==> src/rtl/lcd_timing_driver_if.sv <==
// Pixel-request and panel-side signal bundle for the LCD timing driver.
//   master : timing driver (drives coordinates, syncs, data enable, rgb, frame strobe)
//   slave  : pixel generator / panel view (drives pixel_data)
// Signals:
//   pixel_data   24  RGB888 returned by the pixel generator, registered from last cycle's coords
//   pixel_xpos   11  requested column (0 outside the request window)
//   pixel_ypos   11  requested row (0 outside the request window)
//   lcd_hs       1   horizontal sync
//   lcd_vs       1   vertical sync
//   lcd_de       1   data enable
//   lcd_rgb      24  panel pixel data
//   frame_start  1   one-cycle pulse at the first position of each frame
interface lcd_timing_driver_if;
  localparam int unsigned COORD_W = 11;
  localparam int unsigned RGB_W   = 24;

  logic [RGB_W-1:0]   pixel_data;
  logic [COORD_W-1:0] pixel_xpos;
  logic [COORD_W-1:0] pixel_ypos;
  logic               lcd_hs;
  logic               lcd_vs;
  logic               lcd_de;
  logic [RGB_W-1:0]   lcd_rgb;
  logic               frame_start;

  modport master (
    input  pixel_data,
    output pixel_xpos,
    output pixel_ypos,
    output lcd_hs,
    output lcd_vs,
    output lcd_de,
    output lcd_rgb,
    output frame_start
  );

  modport slave (
    output pixel_data,
    input  pixel_xpos,
    input  pixel_ypos,
    input  lcd_hs,
    input  lcd_vs,
    input  lcd_de,
    input  lcd_rgb,
    input  frame_start
  );
endinterface

==> src/rtl/lcd_timing_driver.sv <==
// Video timing master for an RGB LCD panel (default 800x480, 1056x525 total).
// Free-running h/v counters produce registered sync, data-enable, frame strobe and pixel
// request coordinates; coordinates lead lcd_de by one clock so the pixel generator's
// registered pixel_data lines up with the active window.
// Ports:
//   lcd_clk    in  pixel clock
//   sys_rst_n  in  asynchronous active-low reset
//   bus        lcd_timing_driver_if.master (pixel_data in; coords, syncs, de, rgb, frame_start out)
module lcd_timing_driver #(
  parameter int unsigned H_SYNC   = 128,
  parameter int unsigned H_BACK   = 88,
  parameter int unsigned H_DISP   = 800,
  parameter int unsigned H_FRONT  = 40,
  parameter int unsigned V_SYNC   = 2,
  parameter int unsigned V_BACK   = 33,
  parameter int unsigned V_DISP   = 480,
  parameter int unsigned V_FRONT  = 10,
  parameter logic        SYNC_POL = 1'b0
) (
  input  logic                lcd_clk,
  input  logic                sys_rst_n,
  lcd_timing_driver_if.master bus
);

  localparam int unsigned CNT_W   = 11;
  localparam int unsigned H_TOTAL = H_SYNC + H_BACK + H_DISP + H_FRONT;
  localparam int unsigned V_TOTAL = V_SYNC + V_BACK + V_DISP + V_FRONT;
  localparam int unsigned HA0     = H_SYNC + H_BACK;
  localparam int unsigned VA0     = V_SYNC + V_BACK;

  localparam logic [CNT_W-1:0] H_LAST     = CNT_W'(H_TOTAL - 1);
  localparam logic [CNT_W-1:0] V_LAST     = CNT_W'(V_TOTAL - 1);
  localparam logic [CNT_W-1:0] H_SYNC_END = CNT_W'(H_SYNC);
  localparam logic [CNT_W-1:0] V_SYNC_END = CNT_W'(V_SYNC);
  localparam logic [CNT_W-1:0] H_DE_BEG   = CNT_W'(HA0);
  localparam logic [CNT_W-1:0] H_DE_END   = CNT_W'(HA0 + H_DISP);
  localparam logic [CNT_W-1:0] H_REQ_BEG  = CNT_W'(HA0 - 1);
  localparam logic [CNT_W-1:0] H_REQ_END  = CNT_W'(HA0 + H_DISP - 1);
  localparam logic [CNT_W-1:0] V_ACT_BEG  = CNT_W'(VA0);
  localparam logic [CNT_W-1:0] V_ACT_END  = CNT_W'(VA0 + V_DISP);

  // Counters hold the position whose outputs are registered on the next edge.
  logic [CNT_W-1:0] h_cnt;
  logic [CNT_W-1:0] v_cnt;
  logic [CNT_W-1:0] h_nxt;
  logic [CNT_W-1:0] v_nxt;

  logic             hs_d;
  logic             vs_d;
  logic             de_d;
  logic             fs_d;
  logic             line_act;
  logic             req_d;
  logic [CNT_W-1:0] xpos_d;
  logic [CNT_W-1:0] ypos_d;

  logic             hs_q;
  logic             vs_q;
  logic             de_q;
  logic             fs_q;
  logic [CNT_W-1:0] xpos_q;
  logic [CNT_W-1:0] ypos_q;

  // Counter advance: h every clock, v on h wrap.
  always_comb begin
    h_nxt = h_cnt + CNT_W'(1);
    v_nxt = v_cnt;
    if (h_cnt == H_LAST) begin
      h_nxt = '0;
      if (v_cnt == V_LAST) begin
        v_nxt = '0;
      end else begin
        v_nxt = v_cnt + CNT_W'(1);
      end
    end
  end

  always_ff @(posedge lcd_clk or negedge sys_rst_n) begin
    if (!sys_rst_n) begin
      h_cnt <= '0;
      v_cnt <= '0;
    end else begin
      h_cnt <= h_nxt;
      v_cnt <= v_nxt;
    end
  end

  // Output decode for the current position; the request window leads de by one column.
  always_comb begin
    hs_d     = (h_cnt < H_SYNC_END) ? SYNC_POL : ~SYNC_POL;
    vs_d     = (v_cnt < V_SYNC_END) ? SYNC_POL : ~SYNC_POL;
    line_act = (v_cnt >= V_ACT_BEG) && (v_cnt < V_ACT_END);
    de_d     = line_act && (h_cnt >= H_DE_BEG) && (h_cnt < H_DE_END);
    req_d    = line_act && (h_cnt >= H_REQ_BEG) && (h_cnt < H_REQ_END);
    fs_d     = (h_cnt == '0) && (v_cnt == '0);
    xpos_d   = '0;
    ypos_d   = '0;
    if (req_d) begin
      xpos_d = h_cnt - H_REQ_BEG;
      ypos_d = v_cnt - V_ACT_BEG;
    end
  end

  always_ff @(posedge lcd_clk or negedge sys_rst_n) begin
    if (!sys_rst_n) begin
      hs_q   <= ~SYNC_POL;
      vs_q   <= ~SYNC_POL;
      de_q   <= 1'b0;
      fs_q   <= 1'b0;
      xpos_q <= '0;
      ypos_q <= '0;
    end else begin
      hs_q   <= hs_d;
      vs_q   <= vs_d;
      de_q   <= de_d;
      fs_q   <= fs_d;
      xpos_q <= xpos_d;
      ypos_q <= ypos_d;
    end
  end

  assign bus.lcd_hs      = hs_q;
  assign bus.lcd_vs      = vs_q;
  assign bus.lcd_de      = de_q;
  assign bus.frame_start = fs_q;
  assign bus.pixel_xpos  = xpos_q;
  assign bus.pixel_ypos  = ypos_q;

  // Panel data is blanked outside the active window; pixel_data is already one cycle late.
  assign bus.lcd_rgb = de_q ? bus.pixel_data : '0;

endmodule

==> src/flat_wrapper.sv <==
// flat-port wrapper written by rule: the top's interface ports become plain ports
module lcd_timing_driver_flat 
#(
  parameter int unsigned H_SYNC   = 128,
  parameter int unsigned H_BACK   = 88,
  parameter int unsigned H_DISP   = 800,
  parameter int unsigned H_FRONT  = 40,
  parameter int unsigned V_SYNC   = 2,
  parameter int unsigned V_BACK   = 33,
  parameter int unsigned V_DISP   = 480,
  parameter int unsigned V_FRONT  = 10,
  parameter logic        SYNC_POL = 1'b0
)
  (lcd_clk, sys_rst_n, bus_pixel_data, bus_pixel_xpos, bus_pixel_ypos, bus_lcd_hs, bus_lcd_vs, bus_lcd_de, bus_lcd_rgb, bus_frame_start);
  lcd_timing_driver_if bus_i ();
  input  logic lcd_clk;
  input  logic sys_rst_n;
  input wire logic [$bits(bus_i.pixel_data)-1:0] bus_pixel_data;
  output wire logic [$bits(bus_i.pixel_xpos)-1:0] bus_pixel_xpos;
  output wire logic [$bits(bus_i.pixel_ypos)-1:0] bus_pixel_ypos;
  output wire logic [$bits(bus_i.lcd_hs)-1:0] bus_lcd_hs;
  output wire logic [$bits(bus_i.lcd_vs)-1:0] bus_lcd_vs;
  output wire logic [$bits(bus_i.lcd_de)-1:0] bus_lcd_de;
  output wire logic [$bits(bus_i.lcd_rgb)-1:0] bus_lcd_rgb;
  output wire logic [$bits(bus_i.frame_start)-1:0] bus_frame_start;
  assign bus_i.pixel_data = bus_pixel_data;
  assign bus_pixel_xpos = bus_i.pixel_xpos;
  assign bus_pixel_ypos = bus_i.pixel_ypos;
  assign bus_lcd_hs = bus_i.lcd_hs;
  assign bus_lcd_vs = bus_i.lcd_vs;
  assign bus_lcd_de = bus_i.lcd_de;
  assign bus_lcd_rgb = bus_i.lcd_rgb;
  assign bus_frame_start = bus_i.frame_start;
  lcd_timing_driver #(.H_SYNC(H_SYNC), .H_BACK(H_BACK), .H_DISP(H_DISP), .H_FRONT(H_FRONT), .V_SYNC(V_SYNC), .V_BACK(V_BACK), .V_DISP(V_DISP), .V_FRONT(V_FRONT), .SYNC_POL(SYNC_POL)) u_core (.lcd_clk(lcd_clk), .sys_rst_n(sys_rst_n), .bus(bus_i));
endmodule
==> config.mk <==
export PLATFORM = sky130hd
export DESIGN_NAME = lcd_timing_driver_flat
export DESIGN_NICKNAME = d
export VERILOG_FILES = /design/src/rtl/lcd_timing_driver_if.sv /design/src/rtl/lcd_timing_driver.sv /design/src/flat_wrapper.sv
export SDC_FILE = /design/constraint.sdc
export NUM_CORES = 1
export LEC_CHECK = 0
export BUFFER_PORTS_ARGS = -buffer_cell sky130_fd_sc_hd__buf_2
export CORE_UTILIZATION = 50
export DETAILED_ROUTE_END_ITERATION = 6
export PLACE_DENSITY_LB_ADDON = 0.08
export SETUP_SLACK_MARGIN = 0.1
export SYNTH_ARGS = -nofsm -noshare
export SYNTH_HDL_FRONTEND = slang
export SYNTH_SLANG_ARGS = --single-unit
==> constraint.sdc <==
create_clock -name lcd_clk -period 2.1 [get_ports lcd_clk]
set_input_delay 0.21 -clock lcd_clk [delete_from_list [all_inputs] [get_ports lcd_clk]]
set_output_delay 0.21 -clock lcd_clk [all_outputs]
set_load 0.05 [all_outputs]
* Yosys cells after proc, flatten, opt, wreduce, memory -nomap -nowiden
Cells that the tools add are included.
** Word-level totals
- Flip-flop bits (word level) :: 48
- Bits in latches :: 0
- Memory bits (writable) :: 0
- Bits in read-only memories :: 0
- Input port bits :: 26
- Word-level logic and storage cells :: 37
- Memories kept :: 0
** Operators by class
- $add $sub $neg :: 4
- Multipliers :: 0
- Divide/modulo/power cells :: 0
- Magnitude comparators :: 8
- Eq/ne operators :: 2
- Shift operators :: 0
- Muxes and demuxes :: 7
- Bitwise logic cells :: 0
- Reductions and logical operators :: 8
** Operator list (number)
- 11-bit two-way mux :: 4
- 11-bit by 10-bit less-than comparator with 1-bit output (second input constant) :: 3
- 24-bit two-way mux :: 1
- 11-bit by 1-bit adder with 11-bit output (second input constant) :: 2
- 11-bit by 8-bit >= comparator with 1-bit output (second input constant) :: 2
- 11-bit zero test :: 2
- 11-bit by 10-bit equality test with 1-bit output (second input constant) :: 1
- 11-bit equality test (second input constant) :: 1
- 11-bit by 6-bit >= comparator with 1-bit output (second input constant) :: 1
- 11-bit by 2-bit less-than comparator with 1-bit output (second input constant) :: 1
- 11-bit by 8-bit less-than comparator with 1-bit output (second input constant) :: 1
- 11-bit by 6-bit subtractor with 11-bit output (second input constant) :: 1
- 11-bit by 8-bit subtractor with 11-bit output (second input constant) :: 1
- 1-bit logical AND :: 6
- 1-bit two-way mux :: 2

* Depth between registers and ports, before layout
Gate-level depths: netlist (run 1).
- Word-level depth :: 5
- Mapped depth :: 7
- Depth with buffers taken out :: 6

* Worst setup path after synthesis (run 1)
No wires, ideal clock.
- Path type :: register to register
- From :: register u_core.v_cnt[0]
- To :: register u_core.ypos_q[5], in the netlist u_core.bus.pixel_ypos[5]
- Arrival :: 1647 ps
- Data required time :: 1961 ps
- Slack :: 314 ps
- Cell stages (with the launch flop) :: 8
- Buffers on the path :: 2
- Path through :: dfrtp_1 > ha_1 > buf_12 > and2_1 > a22o_1 > o211ai_4 > buf_6 > nor3_2
** On the way
- Cells in the longest elaborated chain, start to end :: 5
- Elaborated cells between the ends (all ways) :: 7
- Those cells by class :: 1 x add/sub; 2 x order compare; 1 x mux; 3 x reduce/logical
** Ends and longest elaborated chain
- start: declaration :: line lcd_timing_driver.sv:44 : logic [CNT_W-1:0] v_cnt;
- start signal: assignment :: line lcd_timing_driver.sv:84 : v_cnt <= v_nxt;
- 11-bit by 6-bit >= comparator with 1-bit output / 11-bit by 10-bit less-than comparator with 1-bit output (equally long branches) :: line lcd_timing_driver.sv:92 : line_act = (v_cnt >= V_ACT_BEG) && (v_cnt < V_ACT_END);
- 1-bit logical AND :: line lcd_timing_driver.sv:92
- 1-bit logical AND (2 in series) :: line lcd_timing_driver.sv:94 : req_d = line_act && (h_cnt >= H_REQ_BEG) && (h_cnt < H_REQ_END);
- 11-bit two-way mux * :: line lcd_timing_driver.sv:98 : if (req_d) begin
- net u_core.ypos_d[5] :: line lcd_timing_driver.sv:55 : logic [CNT_W-1:0] ypos_d;
- end signal: assignment :: line lcd_timing_driver.sv:118 : ypos_q <= ypos_d;
- end: declaration :: line lcd_timing_driver.sv:62 : logic [CNT_W-1:0] ypos_q;
Mark *: on every way through the listed nets, which the timed path passes. The rest lies on a longest branch.
A chain may end at the register's enable or synchronous reset.

* Final worst setup path (run 1)
- From :: register u_core.v_cnt[1]
- To :: register u_core.ypos_q[0], in the netlist u_core.bus.pixel_ypos[0]
** On the way
- Cells in the longest elaborated chain, start to end :: 5
- Elaborated cells between the ends (all ways) :: 6
- Those cells by class :: 2 x order compare; 1 x mux; 3 x reduce/logical
** Ends and longest elaborated chain (line)
- 11-bit by 6-bit >= comparator with 1-bit output / 11-bit by 10-bit less-than comparator with 1-bit output (equally long branches) :: lcd_timing_driver.sv:92
- 1-bit logical AND * :: lcd_timing_driver.sv:92
- 1-bit logical AND * (2 in series) :: lcd_timing_driver.sv:94
- 11-bit two-way mux * :: lcd_timing_driver.sv:98
- net u_core.ypos_d[0] :: lcd_timing_driver.sv:55
Marked as above.

==> results.toml, run 1 <==
[worst_hold_path]
hp-class = "in -> async"

[global_route]
grt_util_all_layers_pct = 22.6
grt_pass1_vias = 2032
grt_pass1_wl_mm = 9.45
antenna_found_initial = 0
grt_max_degree = 26
overflow = 0

[clock_network]
worstSkewPairLatency_ns = 0.30
numCtsBuffers = 5
clockRootBuffer = "clkbuf_8"
clk_pin_slew_ns = 0.08
htree_levels = 2
cts_buffer_depth = 2
cts_sinks = 48
cts_tree = "built"
cts_setup_buffers = 0

[detailed_routing]
drt_iter0_drc = 119
num_vias = 2209
viasPerCell = 5.34
drc = 0
post_drt_wl_per_cell_um = 14.7
finalWirelength_mm = 6.08
antenna_left = 0
dr.pass1.iters = 4

[logic_synthesis]
yosysMostFrequentCell = "dfrtp_1"
synth.avg_cell_area_um2 = 10.3
yosys.area.top_type = "dfrtp_1"
yosys_warnings = 0
ys_top_cells_by_count = "dfrtp_1 (46), and2_1 (26), xnor2_1 (18), nand2_1 (14), nor3_1 (13)"
synth_cell_type_count = 53
synth_fp_nets = 288
syn_inst = 258
synth_edf_count = 0
yosysSeqAreaShare_pct = 45.4
ys_seq_elements = 48
syn_area_mm2 = 0.00265
async_reset_ff_share_pct = 100
synth_flop_cell = "dfrtp_1"
synthTopCellsByArea = "dfrtp_1 (43%), and2_1 (6.1%), xnor2_1 (5.9%)"
synth_top_cell_area_share_pct = 43.4

[timing]
worstMarginPinSlew_ns = 0.508
fin_crit_sh_pct = 91.5
finalSetupViolCount = 0
rsz0062_at_grt = "false"
setup_tns_ns = 0
skew_ns = 0.00686
holdWs_ns = 0.359
fin_crit_ns = 1.92
setup_ws_ns = 0.179
max-slew-margin-rel_pct = 66.2
slew_violations = 0
finalHoldViolCount = 0
clock.fmax_mhz = 521

[cells_and_area]
fin_nets = 373
diodes = 0
final_util_pct = 64.3
area_growth_pct = 23.9
n_fill_cell = 457
drive_gt1_share_pct = 39.2

[critical_path]
r2r_end = "u_core.bus.pixel_ypos[0]"
cp-start-kind = "register"
endpoint_kind = "register"
crit_type = "reg -> reg"
ff2ff_path_depth = 5
reg2reg_slack_ns = 0.18
cp_max_fo = 11
r2r-start = "u_core.v_cnt[1]"
cp.arrival_ns = 2.09
critPathRequiredTime_ns = 2.27

[placement]
place_ws_ns = 0.152
io_buffers = 75
place_congestion = 0.815
dpl.hpwl_mm = 4.51

[power]
p_switching_mw = 0.312
power_frac_seq_pct = 60.6
ir_drop_v = 0.000251
netSwitchingFraction_pct = 20.5
p_per_area_mw_per_mm2 = 464
pwr-share-clk_pct = 36.6
internal-power_mw = 1.21
power_frac_comb_pct = 2.7
p_leak_nw = 1.64

[floorplanning]
num_rows = 26
die_h_um = 74.8
ios = 76
start_util_pct = 51.9
coreArea_mm2 = 0.00511
die_w_um = 74.8
die_area_mm2 = 0.00560

[job]
max_cap_violations = 0

[status]
status = "finished clean"
-- area by class of cell --
cell class / instances / area, µm² / area share, %
tap: 70 / 87.6 / 2.67
timing repair buffer: 99 / 571 / 17.4
clock buffer: 8 / 90.1 / 2.74
inverter: 10 / 37.5 / 1.14
sequential: 48 / 1200 / 36.7
multi-input combinational: 179 / 1290 / 39.4
-- kinds of logic after synthesis --
kind of cell / synth area share (%)
flip-flops: 45.4
AND/OR/NAND/NOR: 27.1
adder cells (fa/ha/maj): 1.89
AO/OA/AOI/OAI: 10.9
XOR/XNOR: 7.93
buffers and inverters: 6.80
-- worst max-delay path: stages, from the launching register on --
cell and delay (ns):
dfrtp_1 0.46, a2111o_1 0.54, o31ai_4 0.25, o211ai_4 0.12
buf_12 0.17, nor3_1 0.26
-- worst max path at each step --
stage | startpoint | endpoint | slack [ns]
after detailed placement | u_core.h_cnt[0] | u_core.bus.pixel_xpos[7] | 0.15
final | u_core.v_cnt[1] | u_core.bus.pixel_ypos[0] | 0.18
after global placement | u_core.v_cnt[0] | u_core.bus.pixel_ypos[0] | 0.15
after floorplan | u_core.v_cnt[0] | u_core.bus.pixel_ypos[5] | 0.31
after CTS | u_core.h_cnt[0] | u_core.bus.pixel_xpos[7] | 0.14
after global routing | u_core.v_cnt[1] | u_core.bus.pixel_xpos[3] | 0.11
-- registers in the layout, summed over array words and instances (netlist names) --
register                flops
u_core.bus.pixel_ypos      11
u_core.bus.lcd_de           1
u_core.bus.frame_start      1
u_core.bus.lcd_vs           1
u_core.h_cnt               11
u_core.bus.lcd_hs           1
u_core.bus.pixel_xpos      11
u_core.v_cnt               11
-- per-layer routing --
layer / vias to the layer above / routed length, µm / GRT usage, %
li1: 1064 / - / -
met1: 1087 / 2660 / 27.5
met2: 49 / 3160 / 41.6
met3: 9 / 175 / 3.61
met4: 0 / 89 / 5.66
met5: - / 0 / 0
-- layout by cell type (no fill, tap or decap), types with 9 or more instances in the layout --
master   instances
buf_2           75
nor3_2          13
nor3_1          12
nor2_1          10
o21ai_0          9
and2_1          26
xnor2_1         18
buf_4           22
dfrtp_1         45
nand2_1         14
inv_1           10
-- stage by stage --
stage | cells | total power [mW] | cell area (µm²)
2_1_floorplan | 258 | 0.942 | 2650
3_3_place_gp | 405 | 0.982 | 3160
3_5_place_dp | 405 | 0.983 | 3160
4_1_cts | 414 | 1.54 | 3260
5_1_grt | 414 | 1.57 | 3280
6_report | 414 | 1.52 | 3280
-- what timing repair did --
action                     CTS  global route
setup endpoints to repair    0            19
gates resized for setup      0             5
hold buffers                 1             0
hold endpoints to repair    14             0
-- power by group through the flow --
| stage | sequential [mW] | clock, mW | combinational [mW] |
|---|---|---|---|
| after detailed placement | 0.942 | 0 | 0.0416 |
| after floorplan | 0.942 | 0 | 0.00000224 |
| after global routing | 0.924 | 0.594 | 0.0481 |
| after global placement | 0.942 | 0 | 0.0406 |
| final | 0.923 | 0.558 | 0.0419 |
| after CTS | 0.923 | 0.572 | 0.0436 |
(Power assumes the default switching activity.)
==> run 2, diff against run 1 <==
==> constraint.sdc (replaced) <==
create_clock -name lcd_clk -period 2.46 [get_ports lcd_clk]
set_input_delay 0.492 -clock lcd_clk [delete_from_list [all_inputs] [get_ports lcd_clk]]
set_output_delay 0.492 -clock lcd_clk [all_outputs]
set_load 0.05 [all_outputs]
==> results.toml, run 2 (synthesis results as in run 1) <==
[status]
status = "finished clean"

[detailed_routing]
post_drt_wl_per_cell_um = 14.4
drt_iter0_drc = 128
viasPerCell = 5.34
num_vias = 2126
drc = 0
dr.pass1.iters = 4
antenna_left = 0
finalWirelength_mm = 5.71

[critical_path]
crit_end = "u_core.bus.pixel_xpos[8]"
crit_type = "reg -> reg"
cp.arrival_ns = 2.19
cp-start-kind = "register"
critPathLaunch = "u_core.v_cnt[0]"
critPathRequiredTime_ns = 2.67
reg2reg_slack_ns = 0.48
r2r_end = "u_core.bus.pixel_xpos[8]"
cp_max_fo = 9
r2r-start = "u_core.v_cnt[0]"
cpMaxStageDelayCell = "a2111o_1"
cp_cell_sequence = "a2111o_1 > o31ai_4 > o211ai_4 > buf_4 > nor4b_2"
endpoint_kind = "register"
ff2ff_path_depth = 5
critPathMaxStageDelay_ns = 0.57

[floorplanning]
die_w_um = 74.8
coreArea_mm2 = 0.00511
num_rows = 26
die_h_um = 74.8
ios = 76
die_area_mm2 = 0.00560
start_util_pct = 51.9

[cells_and_area]
drive_gt1_share_pct = 35.7
final_area_mm2 = 0.00316
diodes = 0
fin_nets = 357
final_cell_mix = "buf_2 (75), dfrtp_1 (46), and2_1 (26), xnor2_1 (18), nand2_1 (14)"
area_growth_pct = 19.1
final_common_cell = "buf_2"
finalNonFillerCells = 398

[clock_network]
htree_levels = 2
worstSkewPairLatency_ns = 0.30
ctsResizeCount = 0
hold_buffers = 0
cts_sinks = 48
clk_pin_slew_ns = 0.08
cts_tree = "built"
numCtsBuffers = 5
cts_setup_buffers = 0
clockRootBuffer = "clkbuf_8"
cts_buffer_depth = 2

[placement]
dp.cells = 390
place_ws_ns = 0.503
place_congestion = 0.873
io_buffers = 75
place_area_mm2 = 0.00305
dpl.hpwl_mm = 4.15

[timing]
fin_crit_sh_pct = 80.3
finalSetupViolCount = 0
setup_ws_ns = 0.484
worstMarginPinSlew_ns = 0.552
fin_crit_ns = 1.98
max-slew-margin-rel_pct = 62.7
rsz0062_at_grt = "false"
clock.fmax_mhz = 506
skew_ns = 0.00554
finalHoldViolCount = 0
slew_violations = 0
setup_tns_ns = 0

[job]
max_cap_violations = 0

[global_route]
grt_pass1_vias = 1926
antenna_found_initial = 0
grt_pass1_wl_mm = 9.54
grt_util_all_layers_pct = 22.7
overflow = 0
grt_max_degree = 49

[power]
p_per_area_mw_per_mm2 = 439
ir_drop_v = 0.000363
p_leak_nw = 1.56
power.total_mw = 1.38

[worst_hold_path]
hp-class = "in -> async"
==> run 2: critical path, delay by kind of cell, from the launching register on <==
kind / cells / cell delay (ns)
AOI/OAI and AO/OA: 3 / 0.95
DFF: 1 / 0.48
buffers and inverters: 1 / 0.19
and+or+nand+nor: 1 / 0.26
==> run 2: layer usage <==
metal	part of all wire, %	up-vias	global-route usage [%]
li1	-	1035	-
met2	51	56	37.6
met4	1.5	0	7.97
met5	0	-	0
met3	3.9	11	3.61
met1	44	1024	30.4
==> run 2: final cells by class <==
type,instances,area [µm²]
Clock buffer,6,72.6
Clock inverter,2,35.0
Fill cell,473,1950
Inverter,10,37.5
Multi-Input combinational cell,179,1270
Sequential cell,48,1200
Tap cell,70,87.6
Timing Repair Buffer,83,448
==> run 2: where the power goes <==
part           switching, mW  internal (mW)
Combinational         0.0186         0.0168
Clock                  0.259          0.302
Sequential                 0          0.788
Total                  0.278           1.11
==> run 2: how the worst min path moves through the flow <==
stage	startpoint	depth (start not counted)	slack (ns)	end
2_1_floorplan	sys_rst_n	0	0.20	u_core.bus.frame_start
3_3_place_gp	sys_rst_n	2	0.50	u_core.h_cnt[7]
3_5_place_dp	sys_rst_n	2	0.50	u_core.h_cnt[7]
4_1_cts	sys_rst_n	2	0.17	u_core.bus.pixel_xpos[7]
5_1_grt	sys_rst_n	2	0.17	u_core.h_cnt[7]
6_report	sys_rst_n	2	0.15	u_core.h_cnt[9]
==> run 2: through the flow <==
step                      hold slack (ns)  utilization (%)
after floorplan                     0.196                -
after global placement              0.497             59.7
after detailed placement            0.499             59.7
after CTS                           0.170             61.8
after global routing                0.169             61.8
final                               0.151             61.8
